<file path="src/rtl/ahb_slave_mem.sv">
// AHB slave responder backed by a byte-addressable memory covering [LOW_ADDR, HIGH_ADDR].
// Legal transfers see WAIT_STATES stall cycles. Illegal transfers get a two-cycle ERROR response.
module ahb_slave_mem #(
    parameter int LOW_ADDR    = 0,
    parameter int HIGH_ADDR   = 31,
    parameter int WAIT_STATES = 0,
    parameter int DATA_WIDTH  = 32
) (
    input  logic        HCLK,
    input  logic        HRESET,
    input  logic        HSEL,
    input  logic [31:0] HADDR,
    input  logic [1:0]  HTRANS,
    input  logic        HWRITE,
    input  logic [2:0]  HSIZE,
    input  logic [2:0]  HBURST,
    input  logic [31:0] HWDATA,
    input  logic        HREADY,
    output logic        HREADYOUT,
    output logic [1:0]  HRESP,
    output logic [31:0] HRDATA
);

    localparam int DEPTH  = HIGH_ADDR - LOW_ADDR + 1;
    localparam int WORDS  = DEPTH / 4;
    localparam int WIDX_W = (WORDS > 1) ? $clog2(WORDS) : 1;
    localparam logic [32:0] LOW33  = 33'(LOW_ADDR);
    localparam logic [32:0] HIGH33 = 33'(HIGH_ADDR);

    typedef enum logic [2:0] {S_IDLE, S_WAIT, S_DONE, S_ERR1, S_ERR2} state_t;

    state_t              state, state_nx;
    logic [2:0]          cnt, cnt_nx;
    logic [31:0]         addr_q;
    logic                write_q;
    logic [1:0]          size_q;
    logic [3:0][7:0]     mem [WORDS];

    logic                capture, legal, aligned;
    logic [32:0]         last_byte;
    logic [3:0]          be;
    logic [31:0]         offset;
    logic [WIDX_W-1:0]   widx;
    logic                unused_ok;

    assign unused_ok = ^{HBURST, HTRANS[0], (DATA_WIDTH == 32)};

    // A new address phase is only accepted when no data phase is being stalled.
    assign capture = HSEL && HREADY &&
                     (state == S_IDLE || state == S_DONE || state == S_ERR2);

    assign last_byte = {1'b0, HADDR} + (33'd1 << HSIZE[1:0]) - 33'd1;

    always_comb begin
        aligned = 1'b1;
        if (HSIZE == 3'd1) aligned = !HADDR[0];
        if (HSIZE == 3'd2) aligned = (HADDR[1:0] == 2'b00);
    end

    assign legal = (HSIZE <= 3'd2) && aligned &&
                   ({1'b0, HADDR} >= LOW33) && ({1'b0, HADDR} <= HIGH33) &&
                   (last_byte <= HIGH33);

    always_comb begin
        state_nx = state;
        cnt_nx   = cnt;
        case (state)
            S_WAIT: begin
                if (cnt == 3'd0) state_nx = S_DONE;
                else             cnt_nx   = cnt - 3'd1;
            end
            S_ERR1: state_nx = S_ERR2;
            default: begin
                state_nx = S_IDLE;
                if (capture && HTRANS[1]) begin
                    if (!legal) begin
                        state_nx = S_ERR1;
                    end else if (WAIT_STATES > 0) begin
                        state_nx = S_WAIT;
                        cnt_nx   = 3'(WAIT_STATES - 1);
                    end else begin
                        state_nx = S_DONE;
                    end
                end
            end
        endcase
    end

    // Window is word aligned, so the word index and lane enables come straight from the address.
    assign offset = addr_q - 32'(LOW_ADDR);
    assign widx   = WIDX_W'(offset >> 2);

    always_comb begin
        be = 4'b0001;
        if (size_q == 2'd1) be = 4'b0011;
        if (size_q == 2'd2) be = 4'b1111;
        be = be << addr_q[1:0];
    end

    always_ff @(posedge HCLK) begin
        if (HRESET) begin
            state   <= S_IDLE;
            cnt     <= 3'd0;
            addr_q  <= 32'd0;
            write_q <= 1'b0;
            size_q  <= 2'd0;
            for (int w = 0; w < WORDS; w++) mem[w] <= '0;
        end else begin
            state <= state_nx;
            cnt   <= cnt_nx;
            if (capture) begin
                addr_q  <= HADDR;
                write_q <= HWRITE;
                size_q  <= HSIZE[1:0];
            end
            if (state == S_DONE && write_q) begin
                for (int j = 0; j < 4; j++)
                    if (be[j]) mem[widx][j] <= HWDATA[8*j +: 8];
            end
        end
    end

    assign HREADYOUT = !(state == S_WAIT || state == S_ERR1);
    assign HRESP     = (state == S_ERR1 || state == S_ERR2) ? 2'd1 : 2'd0;

    always_comb begin
        HRDATA = 32'd0;
        if (state == S_DONE && !write_q) begin
            for (int j = 0; j < 4; j++)
                if (be[j]) HRDATA[8*j +: 8] = mem[widx][j];
        end
    end

endmodule

</file>
<file path="config.mk">
export PLATFORM = sky130hd
export DESIGN_NAME = ahb_slave_mem
export DESIGN_NICKNAME = d
export VERILOG_FILES = /design/src/rtl/ahb_slave_mem.sv
export SDC_FILE = /design/constraint.sdc
export NUM_CORES = 1
export LEC_CHECK = 0
export CORE_MARGIN = 2
export CORE_UTILIZATION = 55
export DETAILED_ROUTE_END_ITERATION = 16
export MAX_ROUTING_LAYER = met4
export PLACE_DENSITY = 0.74
export SYNTH_ARGS = -nofsm -noshare
export SYNTH_HDL_FRONTEND = slang
export SYNTH_SLANG_ARGS = --single-unit
</file>
<file path="constraint.sdc">
create_clock -name HCLK -period 6.1 [get_ports HCLK]
set_clock_uncertainty 0.2 [all_clocks]
set_input_delay 0.915 -clock HCLK [delete_from_list [all_inputs] [get_ports HCLK]]
set_output_delay 0.915 -clock HCLK [all_outputs]
set_load 0.01 [all_outputs]
</file>
==> run_results.csv <==
group,metric,value,unit
sta,setup-violations-final,0,
sta,hold_violations,0,
sta,fmax,0.228,GHz
worst_hold_path,hp-class,"flip-flop to flip-flop",
drt,topRoutingLayerUsed,"met4",
grt,grt_pass1_vias,9931,
sta,rsz0062_at_grt,"no",
critical_path,critPathLaunchType,"input port",
sta,timing.setup.tns,0,ns
sta,finalCritPeriodShare,71.9,%
placement,port_buffers,106,
synth,synth-seq-area-share,53.3,%
floorplanning,initial_utilization,55.9,%
cells_and_area,area_delta_synth_final,15.3,%
clock_network,cts_tree,"done",
clock_network,cts_buffers,28,
critical_path,required,6.30,ns
placement,place.gp.congestion,0.906,
critical_path,critPathCaptureType,"flip-flop",
synth,async_flop_share,0,%
synth,syn_nets,1352,
synth,synth_cells,1220,
worst_hold_path,holdPathEnd,"cnt[2]$_SDFFE_PP0P_",
synth,synthesis.area,15100,um2
drt,ant_nets,0,
clock_network,cts_resized,0,
synth,synth.most_common_cell,"and2_1",
drt,wl_met3,1580,um
cells_and_area,n_fill_cell,2033,
floorplanning,fp.dieH,170,um
cells_and_area,multi_input_area,6640,um2
sta,worst_slew_pin_slew,0.946,ns
floorplanning,rows,60,
clock_network,cts_setup_buffers,0,
synth,yosysTopAreaCell,"edfxtp_1",
clock_network,clk_pin_slew,0.06,ns
pwr,fin_total_pwr,4.36,mW
grt,antenna_found_initial,0,
floorplanning,core_area,27000,um2
clock_network,clockRootBuffer,"clkbuf_16",
critical_path,crit_chain,"clkdlybuf4s50_1 > or2_2 > ha_1 > inv_1 > ha_1 > inv_1 > fa_1 > nor2b_1 > o2111ai_1 > a21oi_1 > a31oi_1 > a31o_1 > o211a_1 > nor4_2 > nand4_1 > nor4_1 > nor3_1",
clock_network,htree_levels,1,
placement,postPlaceCellArea,16400,um2
run,cap_violations,0,
clock_network,clk_path_buf_depth,3,
synth,synth_warnings,0,
placement,dp.cells,1638,
sta,holdWs,0.296,ns
pwr,ir_drop,0.201,mV
cells_and_area,drive_gt1_share,12.9,%
synth,synth_edf_count,256,
critical_path,r2r_setup_slack,3.07,ns
drt,drtIter0Drc,876,
worst_hold_path,hold_path.startpoint,"cnt[2]$_SDFFE_PP0P_",
critical_path,cp_max_fo,6,
drt,drcViolationCount,0,
worst_hold_path,hold_depth,2,
grt,grt_usage,24.9,%
drt,wirelength,34100,um
critical_path,ff2ff_path_depth,6,
critical_path,r2r_end,"mem[3][12]$_SDFFCE_PN0P_",
critical_path,critPathArrivalTime,4.58,ns
synth,synth_area_leaders,"edfxtp_1 (51%), and2_1 (11%), mux4_2 (9.6%)",
cells_and_area,final_cell_area,17400,um2
clock_network,cts.sinks,273,
synth,synth_top_area_share,51.0,%
cells_and_area,seqCellArea,8030,um2
synth,ys.flop_type,"edfxtp_1",
critical_path,max_stage_delay,0.49,ns
drt,met2_length,17200,um
floorplanning,dieArea,28700,um2
grt,overflow,0,
placement,dp_hpwl,24700,um
grt,grt_max_degree,48,
critical_path,critPathSlowestCell,"clkdlybuf4s50_1",
sta,drv_slew,0,
critical_path,reg2reg_from,"state[1]$_SDFFE_PP0N_",
drt,routed_via_density,5.73,
cells_and_area,n_antenna_cell,0,
grt,grt_pass1_wl,53700,um
pwr,power.leakage,6.48,nW
sta,maxSlewHeadroom,36.8,%
placement,post-place-ws,1.16,ns
synth,avgSynthCellArea,12.4,um2
cells_and_area,final_util,64.4,%
outcome,status,"finished clean",
synth,synthTopCellsByCount,"and2_1 (258), edfxtp_1 (256), nor2_1 (108)",
cells_and_area,nets,1459,
clock_network,clock_latency,0.55,ns
synth,ys_ff_latch,273,
drt,first_pass_iters,5,
floorplanning,die_w,170,um
critical_path,worstSetupPathType,"input port to flip-flop",
synth,yosys.cell_types.count,80,
sta,period_minus_slack,4.38,ns
drt,wl_per_cell,20.2,um
clock_network,cts_hold_buf,0,
drt,vias,9686,
cells_and_area,fin_cells,1690,
floorplanning,io_pins,112,
drt,m1WireLength,14700,um
sta,setup_ws,1.72,ns
pwr,power_density,251,nW/um2
==> layout by cell type, fill, tap and decap left out, types with 4 or more instances in the layout <==
cell type          n
nand3b_1           4
or3_1              4
nand4_1            9
ha_1              54
inv_1             60
clkbuf_16         28
nor2_1           108
o221ai_1           4
clkinv_2           6
dfxtp_1           14
a31oi_1           12
clkbuf_1           5
nand3_1           15
o21ai_1            5
nor3_1            13
a211oi_1           8
nor3b_1            5
a21o_1            12
clkdlybuf4s50_1  106
nand2_1           40
edfxtp_1         256
o21ai_0           17
nand2b_1           9
mux2i_1           44
o21a_1             5
or2_2             34
o21bai_1           5
buf_4              6
xor2_1             5
and2_1           258
a21oi_1           35
nor2b_1           15
mux4_2            64
==> worst max path at each step <==
stage                   from                    end
floorplan           HSIZE[1]  state[0]$_SDFFE_PP0N_
global placement    HSIZE[0]  state[0]$_SDFFE_PP0N_
detailed placement  HSIZE[1]  state[0]$_SDFFE_PP0N_
CTS                 HSIZE[1]  state[0]$_SDFFE_PP0N_
global route        HSIZE[1]  state[0]$_SDFFE_PP0N_
finish              HSIZE[1]  state[0]$_SDFFE_PP0N_
==> power by group <==
group / leakage [nW] / switching (mW) / internal, mW / total, mW
clock network: 0.456 / 0.702 / 1.01 / 1.71
registers: 2.78 / 0.0307 / 2.10 / 2.13
logic: 3.24 / 0.294 / 0.230 / 0.524
total: 6.48 / 1.03 / 3.34 / 4.36
==> metal layers <==
layer	GRT usage [%]	vias to the layer above
met2	43.3	257
met3	2.85	48
li1	-	4654
met1	32.0	4727
met4	5.05	0
met5	-	-
==> sequential cells by signal, summed over array words and instances, names as in the netlist, named ones only <==
name     cells
cnt          3
addr_q       5
mem        256
write_q      1
size_q       2
state        3
==> cell families after synthesis <==
| logic type | count (synthesis) | synth area share (%) |
|---|---|---|
| flip-flops | 273 | 53.3 |
| multiplexers | 109 | 12.6 |
| XOR/XNOR | 8 | 0.465 |
| adder cells (fa/ha/maj) | 55 | 4.62 |
| AO/OA/AOI/OAI | 134 | 6.09 |
| AND/OR/NAND/NOR | 542 | 20.3 |
| other | 1 | 0.0249 |
| buffers and inverters | 98 | 2.69 |
==> layout make-up <==
cell class / instances / share of cell area, %
Clock buffer: 37 / 4.39
Timing Repair Buffer: 112 / 6.37
Inverter: 63 / 1.36
Sequential cell: 273 / 46.3
Clock inverter: 15 / 0.944
Tap cell: 341 / 2.46
Multi-Input combinational cell: 849 / 38.2
==> critical path, delay by kind of cell <==
kind | cells | cell delay (ns)
adder cells (fa/ha/maj) | 3 | 0.69
AO/OA/AOI/OAI | 5 | 1.13
AND/OR/NAND/NOR | 6 | 1.24
buffers and inverters | 3 | 0.60
No activity file was read; power rests on OpenSTA's default activity.
